--- src/rtl/fetch_pkg.sv ---
// fetch_pkg: shared types and defaults for the instruction fetch controller
package fetch_pkg;
  localparam int D_DEF = 12;
  localparam int W_DEF = 9;
  localparam int LUT_AW_DEF = 4;
  // All-ones opcode; signed so a width cast sign-extends to any instruction width
  localparam logic signed [W_DEF-1:0] HALT_OP = '1;
  typedef enum logic [2:0] {S_REQ, S_HOLD, S_ADV, S_REDIRECT, S_HALTED} state_t;
endpackage

--- src/rtl/fetch_ctrl_jump_lut.sv ---
// jump_lut: programmable branch target table, sync write, async read-before-write
module jump_lut
  import fetch_pkg::*;
#(
  parameter int D  = D_DEF,
  parameter int AW = LUT_AW_DEF
) (
  input  logic          clk,
  input  logic          reset,
  input  logic          i_we,
  input  logic [AW-1:0] i_waddr,
  input  logic [D-1:0]  i_wdata,
  input  logic [AW-1:0] i_raddr,
  output logic [D-1:0]  o_rdata
);
  logic [D-1:0] r_mem [2**AW];
  // Clear the table on reset, otherwise accept writes in any controller state
  always_ff @(posedge clk) begin
    if (reset) for (int i = 0; i < 2**AW; i++) r_mem[i] <= '0;
    else if (i_we) r_mem[i_waddr] <= i_wdata;
  end
  assign o_rdata = r_mem[i_raddr];
endmodule

--- src/rtl/fetch_ctrl.sv ---
// fetch_ctrl: fetches instructions over req/ack, hands them to decode, steers the PC
module fetch_ctrl
  import fetch_pkg::*;
#(
  parameter int D      = D_DEF,
  parameter int W      = W_DEF,
  parameter int LUT_AW = LUT_AW_DEF
) (
  input  logic              clk,
  input  logic              reset,
  input  logic [D-1:0]      prog_ctr,
  output logic              next_flag,
  output logic              absjump_en,
  output logic [D-1:0]      target,
  output logic              imem_req,
  output logic [D-1:0]      imem_addr,
  input  logic              imem_ack,
  input  logic [W-1:0]      imem_data,
  output logic [W-1:0]      instr,
  output logic              instr_valid,
  input  logic              instr_ready,
  input  logic              br_taken,
  input  logic [LUT_AW-1:0] br_idx,
  input  logic              lut_we,
  input  logic [LUT_AW-1:0] lut_waddr,
  input  logic [D-1:0]      lut_wdata,
  output logic              halt
);
  state_t       r_state, w_next;
  logic [W-1:0] r_instr;
  logic [D-1:0] r_target;
  logic         r_pend;
  logic [D-1:0] w_lut_rdata;
  logic         w_redir;
  logic         w_is_halt;

  jump_lut #(.D(D), .AW(LUT_AW)) u_lut (
    .clk    (clk),
    .reset  (reset),
    .i_we   (lut_we),
    .i_waddr(lut_waddr),
    .i_wdata(lut_wdata),
    .i_raddr(br_idx),
    .o_rdata(w_lut_rdata)
  );

  // A branch seen while a request is outstanding stays pending until the ack arrives
  assign w_redir   = br_taken | r_pend;
  assign w_is_halt = r_instr == W'(HALT_OP);

  // Next-state decode plus Moore outputs from the current state
  always_comb begin
    w_next      = r_state;
    imem_req    = r_state == S_REQ;
    instr_valid = r_state == S_HOLD;
    next_flag   = r_state == S_ADV || r_state == S_REDIRECT;
    absjump_en  = r_state == S_REDIRECT;
    halt        = r_state == S_HALTED;
    imem_addr   = prog_ctr;
    instr       = r_instr;
    target      = r_target;
    unique case (r_state)
      S_REQ:      w_next = imem_ack ? (w_redir ? S_REDIRECT : S_HOLD) : S_REQ;
      S_HOLD:     w_next = (instr_ready && w_is_halt) ? S_HALTED :
                           br_taken ? S_REDIRECT : instr_ready ? S_ADV : S_HOLD;
      S_ADV:      w_next = br_taken ? S_REDIRECT : S_REQ;
      S_REDIRECT: w_next = br_taken ? S_REDIRECT : S_REQ;
      default:    w_next = S_HALTED;
    endcase
  end

  // State register, captured instruction, latched branch target and pending flag
  always_ff @(posedge clk) begin
    if (reset) begin
      r_state  <= S_REQ;
      r_instr  <= '0;
      r_target <= '0;
      r_pend   <= 1'b0;
    end else begin
      r_state <= w_next;
      if (r_state == S_REQ && imem_ack && !w_redir) r_instr <= imem_data;
      if (br_taken && r_state != S_HALTED) r_target <= w_lut_rdata;
      r_pend <= r_state == S_REQ && !imem_ack && w_redir;
    end
  end
endmodule

--- config.mk ---
export PLATFORM = sky130hd
export DESIGN_NAME = fetch_ctrl
export DESIGN_NICKNAME = d
export VERILOG_FILES = /design/src/rtl/fetch_pkg.sv /design/src/rtl/fetch_ctrl_jump_lut.sv /design/src/rtl/fetch_ctrl.sv
export SDC_FILE = /design/constraint.sdc
export NUM_CORES = 1
export LEC_CHECK = 0
export ABC_AREA = 1
export ABC_CLOCK_PERIOD_IN_PS = 2700
export BUFFER_PORTS_ARGS = -buffer_cell sky130_fd_sc_hd__buf_2
export CAP_MARGIN = 20
export CORE_MARGIN = 2
export CORE_UTILIZATION = 24
export DETAILED_ROUTE_END_ITERATION = 16
export GPL_TIMING_DRIVEN = 0
export PLACE_DENSITY = 0.46
export SYNTH_ARGS = -nofsm -noshare
export SYNTH_HDL_FRONTEND = slang
export SYNTH_SLANG_ARGS = --single-unit
--- constraint.sdc ---
create_clock -name clk -period 2.7 [get_ports clk]
set_input_delay 0.27 -clock clk [delete_from_list [all_inputs] [get_ports clk]]
set_output_delay 0.27 -clock clk [all_outputs]
set_load 0.03 [all_outputs]
After elaboration in Yosys (flattened, before gate mapping)
Memories as Yosys holds them, arrays and structs flattened. A register that Yosys moved wholly into a read port is not among the register bits.
Index checks and enable logic that the tools add are counted.
{"block": "totals", "register_bits": 13, "latchBits": 0, "ram_bits": 192, "rom_bits": 0, "in_bits": 47, "out_inout_bits": 38, "word_cells": 38, "n_memories": 1}
{"memory": "u_lut.r_mem", "depth": 16, "width": 12, "rd": 1, "rd_clocked_by_memory_dff": 1, "wr": 16, "line": "fetch_ctrl_jump_lut.sv:16", "source": "logic [D-1:0] r_mem [2**AW];"}
{"block": "classes", "add_sub_neg": 0, "mul": 0, "n_div": 0, "magnitude_cmp": 0, "n_eq_ne": 6, "n_shift": 0, "n_mux": 15, "n_bitwise": 1, "n_reduce_logical": 12}
{"cell": "$mux 12", "count": 1}
{"cell": "$reduce_or 12->1", "count": 1}
{"cell": "$mux 2", "count": 5}
{"cell": "$eq 9x9->1 const B", "count": 1}
{"cell": "$pmux 3 s3", "count": 1}
{"cell": "$eq 3x2->1 const B", "count": 2}
{"cell": "$logic_and 1x1->1", "count": 6}
{"cell": "$mux 1", "count": 6}
{"cell": "$mux 4", "count": 1}
{"cell": "$eq 3x1->1 const B", "count": 1}
{"cell": "$eq 3x3->1 const B", "count": 1}
{"cell": "$logic_not 3->1", "count": 1}
{"cell": "$mux 3", "count": 1}
{"cell": "$ne 3x3->1 const B", "count": 1}
{"cell": "$logic_not 1->1", "count": 2}
{"cell": "$reduce_or 2->1", "count": 1}
{"cell": "$logic_or 1x1->1", "count": 1}
{"cell": "$or 1x1->1", "count": 1}

Depth between registers and ports, before layout
Gate-level depths: netlist of the first run.
{"block": "depth", "ltp_word": 5, "ltp_mapped": 11, "ltp_nobuf": 9}

Cells and area by module
A second synthesis of the first run with hierarchy kept.
{"block": "hier_totals", "hier_cells": 1204, "hier_area_um2": 10385.0}
{"mod": "jump_lut", "n_inst": 1, "cells_each": 1054, "area_per_inst_um2": 9270.1, "seq_area_each_um2": 5765.5}
{"mod": "fetch_ctrl", "n_inst": 1, "cells_each": 150, "area_per_inst_um2": 1114.8, "seq_area_each_um2": 500.5}

Worst setup path before layout of the first run
Ideal clock, no wire load.
{"block": "synth_timing", "kind": "input -> register", "startpoint": "input port reset", "endpoint": "memory u_lut.r_mem[6][0] (netlist bit) (enable)", "setup_time_ps": 350, "arrival_ps": 1321, "t_required_ps": 2350, "setup_slack_ps": 1028, "path_stages": 7, "path_buffers": 2, "cell_sequence": "buf_6 -> clkinv_4 -> nand2_4 -> nor3b_4 -> nand2_2 -> buf_6 -> nand2_1"}
{"item": "from (decl)", "line": "fetch_ctrl.sv:10", "source": "input logic reset,"}
{"item": "to (decl)", "line": "fetch_ctrl_jump_lut.sv:16"}

Worst setup path in the final report of the first run
{"block": "layout_timing", "startpoint": "register r_state[2]", "endpoint": "output port instr_valid"}
{"block": "layout_via", "elab_chain_len": 1}
{"item": "from (decl)", "line": "fetch_ctrl.sv:29", "source": "state_t r_state, w_next;"}
{"item": "from (signal assigned)", "line": "fetch_ctrl.sv:80", "source": "r_state <= w_next;"}
{"item": "$eq 3x1->1", "line": "fetch_ctrl.sv:55", "source": "instr_valid = r_state == S_HOLD;"}
{"item": "to (decl)", "line": "fetch_ctrl.sv:20", "source": "output logic instr_valid,"}
No other way between the ends.

==> results.yml, run 1 <==
run_status:
  status: "completed"
clock_tree:
  cts_tree: "built"
  cts-resized-gates: 0
  cts.sinks: 217
  insertion_delay_ps: 540
  cts.reportedPaths.clkPinSlew_ps: 60
  numCtsBuffers: 26
  root_buffer: "clkbuf_16"
  cts_max_path_buffers: 3
  htree_num_levels: 1
logic_synthesis:
  synth_area_sq_um: 10370
  ys.flop_type: "edfxtp_1"
  syn_inst: 1184
  yosysWarnings: 0
  yosysSeqAreaShare: 0.6042
  synth_edf_count: 192
  ys_ff_latch: 217
  avgSynthCellArea_sq_um: 8.758
  synthArstFlopShare: 0
  syn_nets: 1231
  synth_cell_types: 26
route:
  dr_total_vias: 8101
  drt_wl_total_um: 34880
  ant_nets: 0
  initialDrtViolationCount: 880
  wl_per_cell_um: 18.45
  drc: 0
  first_pass_iters: 5
  avgViaCountPerCell: 4.286
placement:
  place_area_sq_um: 11450
  dp_cells: 1838
  gp_congestion: 0.8847
  hpwl_um: 24700
  io_buffer_count: 69
global_route:
  grt_max_degree: 14
  gr-usage-met2: 0.2526
  gr-max-usage-layer: "met2"
  grt_pass1_wl_um: 50720
  grt_pass1_vias: 7708
  gr-usage-met1: 0.2188
  track_usage: 0.1549
  grt_use_met3: 0.01750
  antenna_found_initial: 0
  overflow: 0
power_and_ir_drop:
  p_sw_w: 0.002232
  seqPwrFrac: 0.454
  p_comb_frac: 0.108
  netSwitchingFraction: 0.2586
  p_int_w: 0.006400
  clockPowerShare: 0.438
  p_leak_nw: 5.532
  ir_drop_mv: 0.4693
  powerDensity_nw_per_um2: 695.8
worst_setup_path:
  slowest_delay_ps: 350
  cp_top_family: "simple AND/OR/NAND/NOR gates"
  rrSetupSlack_ps: 1110
  crit_path_max_fanout: 5
  reg2reg_depth: 8
  worstPathCellList: "nor3_1, buf_2"
  crit_type: "flop to output pin"
  worst_ep_arrival_time_ps: 1490
  critPathSlowestCell: "nor3_1"
  critical_path.reg2reg.startpoint: "r_state[1]"
  start_kind: "flop"
  critical_path_cell_count: 2
  critPathCaptureType: "output pin"
  r2r-end: "target[3]"
  worstPathRequired_ps: 2430
  crit_buf_inv: 1
timing:
  whs_ps: 8.961
  setup_tns_ps: 0
  fmax_mhz: 567.2
  fin_crit_sh: 0.6530
  slew_headroom: 0.3376
  report.final.hold_viol_count: 0
  finalMaxSlewViolations: 0
  period_minus_slack_ps: 1763
  tightestPinTransition_ps: 993.6
  rsz0062_at_grt: "false"
  setup_viol: 0
  fin_skew_ps: 8.166
min_path:
  min_to: "instr[6]"
  hold_path.class: "primary input to flop"
  min_from: "imem_data[6]"
  hold_depth: 3
floorplan:
  rows: 76
  die-area_sq_um: 44890
  die_width_um: 211.9
  initial_core_util: 0.2418
  ios: 85
  coreArea_sq_um: 42890
  die_h_um: 211.9
cells_and_area:
  stdcell_count: 1890
  n_fill_cell: 4545
  final_net_count: 1333
  final_area_sq_um: 12410
  post_route_cells_drive_above_1_share: 0.1410
  area_delta_synth_final_pct: 19.64
  diodes: 0
  final_util: 0.2893
flow_run:
  maxCapViolations: 0
==> synth_stat cells, types with 2 or more instances <==
library cell  instances  area share
buf_6                15       0.016
nor2_1              242       0.088
o21ai_0              10      0.0048
a21oi_1               3      0.0014
inv_1               134       0.049
buf_1                 6      0.0022
buf_4                13      0.0094
dfxtp_1              25       0.048
nand2_2               8      0.0048
nor3b_4               2      0.0036
nand3_1             134       0.065
nand2_1             337        0.12
nor3_1                3      0.0014
clkbuf_1             19      0.0069
edfxtp_1            192        0.56
buf_2                31       0.015
==> final cells by class <==
| cell class | instances | area (sq um) | share of cell area |
|---|---|---|---|
| Buffer | 84 | 515.5 | 0.04155 |
| Clock buffer | 31 | 690.7 | 0.05567 |
| Clock inverter | 16 | 219.0 | 0.01765 |
| Inverter | 137 | 519.2 | 0.04185 |
| Multi-Input combinational cell | 746 | 3069 | 0.2474 |
| Sequential cell | 217 | 6266 | 0.5050 |
| Tap cell | 585 | 732.0 | 0.05900 |
| Timing Repair Buffer | 74 | 395.4 | 0.03187 |
==> per-stage QoR <==
stage / worst slack [ps] / power (W)
floorplan: 1028 / 0.004536
global route: 831.5 / 0.008895
CTS: 913.4 / 0.008676
global placement: 404.8 / 0.004908
finish: 936.9 / 0.008632
detailed placement: 393.9 / 0.004915
==> metal layers <==
metal  vias up  wire, um  share of wire
met1      3856     16190           0.46
met4         0       578          0.017
met3        32      2210          0.063
li1       3931         -              -
met5         -         0              0
met2       282     15890           0.46
==> how the worst max path moves through the flow <==
stage	slack, ps	to	start
finish	940	instr_valid	r_state[2]
global placement	400	u_lut.r_mem[3][3]	reset
detailed placement	390	u_lut.r_mem[3][3]	reset
floorplan	1030	u_lut.r_mem[6][0]	reset
global route	830	u_lut.r_mem[2][1]	reset
CTS	910	instr_valid	r_state[2]
==> worst min-delay path, cell delays in order <==
cell and delay [ps]:
buf_2 80, o21ai_0 70, nor2_1 80
==> cells in the final DEF (no fill, tap or decap), types with 4 or more instances in the layout <==
master / instances
buf_2: 100
dfxtp_1: 25
clkbuf_16: 27
nand2_1: 337
o21ai_0: 10
buf_6: 15
edfxtp_1: 192
clkinv_1: 4
nand3_1: 134
buf_4: 13
nor2_1: 242
nand2_2: 8
inv_1: 134
bufinv_16: 5
buf_1: 6
dlygate4sd3_1: 5
clkbuf_1: 23
==> state kept, by name, indices dropped and copies added (netlist names) <==
signal	cells
instr	9
target	12
r_state	3
r_pend	1
u_lut.r_mem	192
==> power by group through the flow <==
stage / combinational, W / sequential, W / clock [W]
floorplan: 0.000517 / 0.00402 / 0
global placement: 0.000927 / 0.00398 / 0
detailed placement: 0.000927 / 0.00399 / 0
CTS: 0.000937 / 0.00392 / 0.00382
global route: 0.00102 / 0.00393 / 0.00394
finish: 0.000935 / 0.00392 / 0.00378
==> repair_timing <==
action	4_1_cts	5_1_grt
hold buffers	5	0
setup buffers	0	0
endpoints found under the hold margin	5	0
==> cell families (layout without fill, tap and decap cells) <==
family,count (synthesis),after routing,share of synthesized area
flops,217,217,0.6042
simple gates,732,732,0.2890
buf+inv,221,342,0.09978
compound gates,14,14,0.006998
Note: power is estimated with default switching activity, not from simulation.
==> inputs of run 2 (changes only) <==
ABC_CLOCK_PERIOD_IN_PS = 1600   (was 2700)
PLACE_DENSITY = 0.47   (was 0.46)
clock period = 1.6 ns   (was 2.7 ns; I/O delays follow)
==> run 2 against run 1 <==
Effect of this change: wire length shrank 1.3%; clock power grew 50%; hold slack gained 18 ps; design area is essentially flat; highest routed layer unchanged.
==> results.yml, run 2 (same netlist as run 1, synthesis figures left out) <==
run_status:
  status: "completed"
cells_and_area:
  area_delta_synth_final_pct: 19.69
  final_cell_mix: "nand2_1, nor2_1, edfxtp_1"
  diodes: 0
  largest_reg_flops: 192
  final_net_count: 1340
  regMostFlops: "u_lut.r_mem"
  n_fill_cell: 4601
  post_route_cells_drive_above_1_share: 0.1485
  stdcell_count: 1898
  final_common_cell: "nand2_1"
route:
  dr_total_vias: 8264
  drc: 0
  wl_per_cell_um: 18.13
  avgViaCountPerCell: 4.354
  first_pass_iters: 5
  drt_wl_total_um: 34410
  initialDrtViolationCount: 698
  ant_nets: 0
timing:
  rsz0062_at_grt: "true"
  setup_viol: 0
  fmax_mhz: 642.9
  finalWorstSetupSlack_ps: 44.46
  fin_skew_ps: 11.70
  tightestPinTransition_ps: 1069
  slew_headroom: 0.2873
  finalMaxSlewViolations: 0
  period_minus_slack_ps: 1556
  fin_crit_sh: 0.9722
  report.final.hold_viol_count: 0
floorplan:
  ios: 85
  die_h_um: 211.9
  die-area_sq_um: 44890
  initial_core_util: 0.2418
  coreArea_sq_um: 42890
  die_width_um: 211.9
  rows: 76
power_and_ir_drop:
  p_leak_nw: 5.529
  ir_drop_mv: 0.6653
  powerDensity_nw_per_um2: 1118
  total_power_w: 0.01388
clock_tree:
  cts.sinks: 217
  cts_setup_buffers: 0
  root_buffer: "clkbuf_16"
  numCtsBuffers: 26
  htree_num_levels: 1
  cts_tree: "built"
  cts_max_path_buffers: 3
  insertion_delay_ps: 540
  cts.reportedPaths.clkPinSlew_ps: 60
worst_setup_path:
  start_kind: "flop"
  critPathCaptureType: "output pin"
  worstPathRequired_ps: 1440
  crit_type: "flop to output pin"
  crit_start: "r_state[2]"
  critical_path.reg2reg.startpoint: "r_state[1]"
  rrSetupSlack_ps: 180
  crit_path_max_fanout: 5
  worst_ep_arrival_time_ps: 1400
global_route:
  grt_pass1_vias: 7850
  grt_use_met3: 0.03367
  grt_pass1_wl_um: 50430
  gr-usage-met1: 0.2104
  overflow: 0
  grt_max_degree: 14
  gr-max-usage-layer: "met2"
  track_usage: 0.1537
  antenna_found_initial: 0
  gr-usage-met2: 0.2441
placement:
  gp_congestion: 0.8947
  hpwl_um: 24110
  io_buffer_count: 69
  pre_cts_ws_ps: -609.7
  dp_cells: 1838
min_path:
  min_from: "br_taken"
  hold_path.class: "primary input to flop"
flow_run:
  maxCapViolations: 0
-- run 2: cell types whose count changed in the layout (fill, tap and decap cells not counted), sizes merged --
| cell | before | now |
|---|---|---|
| clkinv | 8 | 15 |
| inv | 137 | 135 |
| dlygate4sd3 | 5 | 12 |
| bufinv | 5 | 1 |
-- run 2: path summary, 6_finish.rpt --
kind | to | cells after the start
setup / recovery | instr_valid | 2
hold / removal | r_state[0] | 5
setup reg to reg | target[2] | 8
hold reg to reg | instr[8] | 2
-- run 2: per-layer routing --
metal	part of all wire	up-vias
li1	-	3951
met1	0.44	3900
met2	0.45	353
met3	0.083	60
met4	0.024	0
met5	0	-
-- run 2: worst max-delay path: stages, from the launching register on --
cell and delay, ps:
dfxtp_2 350, nor3_2 250, buf_2 260
-- run 2: where the power goes --
group	internal [W]	switching, W	total, W	leakage (nW)
sequential	0.00649	0.000106	0.00660	2.04
clock	0.00323	0.00244	0.00568	0.391
combinational	0.000431	0.00117	0.00160	3.10
total	0.0102	0.00372	0.0139	5.53
-- run 2: repair_timing --
action | CTS | global route
hold buffers | 12 | 0
endpoints found under the hold margin | 16 | 0
setup endpoints to repair | 50 | 55
resized for setup | 6 | 12
-- run 2: stage by stage --
step | util | hold WS (ps) | setup TNS (ps) | instance area, sq um
finish | 0.2894 | 27.37 | 0 | 12410
global route | 0.2894 | 36.68 | -48.56 | 12410
CTS | 0.2889 | 5.569 | 0 | 12390
detailed placement | 0.2669 | 426.1 | -96470 | 11450
global placement | 0.2669 | 425.5 | -93780 | 11450
floorplan | - | 324.9 | 0 | 10370
-- run 2: cell type report --
class	count	area, sq um	area share
Inverter	137	519.2	0.04183
Buffer	84	520.5	0.04194
Tap cell	585	732.0	0.05897
Sequential cell	217	6267	0.5049
Clock buffer	31	690.7	0.05565
Multi-Input combinational cell	746	3097	0.2495
Clock inverter	17	115.1	0.009274
Timing Repair Buffer	81	470.5	0.03790
==> inputs of run 3 (changes only) <==
CORE_ASPECT_RATIO = 0.7   (was unset)
TNS_END_PERCENT = 100   (was unset)
==> run 3 against run 2 <==
Effect of this change: the run now ends with negative setup slack left; hold slack lost 19 ps; clock-buffer cell count shrank 2; combinational power grew 3%; wire length grew 3.6%; die area is essentially flat; critical path type unchanged.
==> results.yml, run 3 (same netlist as run 1, synthesis figures left out) <==
run_status:
  status: "finished with violations"
  violations: "negative setup slack"
timing:
  period_minus_slack_ps: 1604
  finalMaxSlewViolations: 0
  setup_viol: 1
  rsz0062_at_grt: "true"
  report.final.hold_viol_count: 0
  fin_skew_ps: 7.393
  fin_crit_sh: 1.003
  whs_ps: 8.151
  tightestPinTransition_ps: 1055
  finalWorstSetupSlack_ps: -4.414
  slew_headroom: 0.2967
  fmax_mhz: 623.3
clock_tree:
  cts.reportedPaths.clkPinSlew_ps: 60
  root_buffer: "clkbuf_16"
  cts_tree: "built"
  cts_max_path_buffers: 3
  insertion_delay_ps: 530
  numCtsBuffers: 23
  htree_num_levels: 1
  cts.sinks: 217
floorplan:
  rows: 63
  die-area_sq_um: 44910
  ios: 85
  die_h_um: 177.9
  coreArea_sq_um: 42490
  initial_core_util: 0.2441
  die_width_um: 252.4
global_route:
  grt_pass1_vias: 7836
  grt_pass1_wl_um: 51580
  overflow: 0
  antenna_found_initial: 0
  grt_max_degree: 14
  track_usage: 0.1593
cells_and_area:
  diodes: 0
  final_net_count: 1337
  regMostFlops: "u_lut.r_mem"
  final_common_cell: "nand2_1"
  largest_reg_flops: 192
  area_delta_synth_final_pct: 18.80
  post_route_cells_drive_above_1_share: 0.1455
  final_cell_mix: "nand2_1, nor2_1, edfxtp_1"
  final_util: 0.2900
  n_fill_cell: 4587
worst_setup_path:
  critPathCaptureType: "output pin"
  crit_path_max_fanout: 5
  start_kind: "flop"
  worstPathRequired_ps: 1440
  crit_type: "flop to output pin"
  cp_top_family: "flip-flops"
  rrSetupSlack_ps: 120
  worst_ep_arrival_time_ps: 1440
  worstPathCellList: "nor3_2, buf_4"
  crit_buf_inv: 1
  critPathSlowestCell: "dfxtp_1"
  slowest_delay_ps: 360
route:
  avgViaCountPerCell: 4.481
  dr_total_vias: 8325
  drc: 0
  first_pass_iters: 5
  initialDrtViolationCount: 980
  drt_wl_total_um: 35650
  ant_nets: 0
  wl_per_cell_um: 19.19
power_and_ir_drop:
  powerDensity_nw_per_um2: 1113
  p_leak_nw: 5.492
  ir_drop_mv: 0.8374
placement:
  hpwl_um: 26120
  io_buffer_count: 69
  gp_congestion: 0.9280
min_path:
  hold_path.class: "primary input to flop"
flow_run:
  maxCapViolations: 0
[run 3: cell count changes in the layout (fill, tap and decap cells not counted), sizes merged]
cell and change:
bufinv +2, clkbuf -1, clkinvlp -2, clkinv -6, buf -1, inv +1
[run 3: worst paths after layout]
check                                start  cells past startpoint     endpoint
worst max-delay path            r_state[2]                      2  instr_valid
worst min-delay path                 reset                      4     instr[0]
worst max register to register  r_state[1]                      8   target[11]
worst min register to register    instr[8]                      2     instr[8]
[run 3: power by group]
group          internal (W)  total [W]  switching (W)
Combinational      0.000433    0.00165        0.00121
Sequential          0.00649    0.00660       0.000111
Clock               0.00314    0.00546        0.00233
[run 3: layout make-up]
type,instances,area (sq um),area share
inverter,137,519.2,0.04215
buffer,84,521.8,0.04235
sequential,217,6266,0.5086
clock buffer,29,598.1,0.04855
timing repair buffer,81,473.0,0.03839
multi-input combinational,746,3110,0.2525
clock inverter,12,140.1,0.01138
tap,552,690.7,0.05606
[run 3: per-layer routing]
layer  GRT usage  vias to the layer above  part of all wire
li1            -                     3932                 -
met1      0.2396                     4056              0.49
met2      0.2274                      299              0.40
met3     0.04708                       38             0.095
met4     0.02219                        0             0.014
met5           0                        -                 0
[run 3: per-stage QoR]
step                std cells  setup TNS (ps)  instance area, sq um  total power [W]  setup WS [ps]
finish                   1858          -4.414                 12320          0.01371         -4.414
global placement         1805         -125160                 11410         0.008307         -784.8
global route             1858          -513.3                 12320          0.01417         -79.73
floorplan                1184               0                 10370         0.007654          7.583
CTS                      1858               0                 12290          0.01378          16.78
detailed placement       1805         -121820                 11410         0.008315         -766.1
[run 3: worst register-to-register path, delay by kind of cell, from the launching register on]
family	cells	cell delay, ps
AND/OR/NAND/NOR	3	480
buffers and inverters	4	430
flip-flops	1	350
AO/OA/AOI/OAI	1	110
[run 3: repair_timing]
action / in CTS / in global routing
gates resized for setup: 10 / 13
endpoints found under the setup margin: 96 / 92
cloned: 0 / 0
setup buffers: 0 / 0
pin swaps: 0 / 0
hold buffers: 12 / 0
endpoints found under the hold margin: 16 / 0
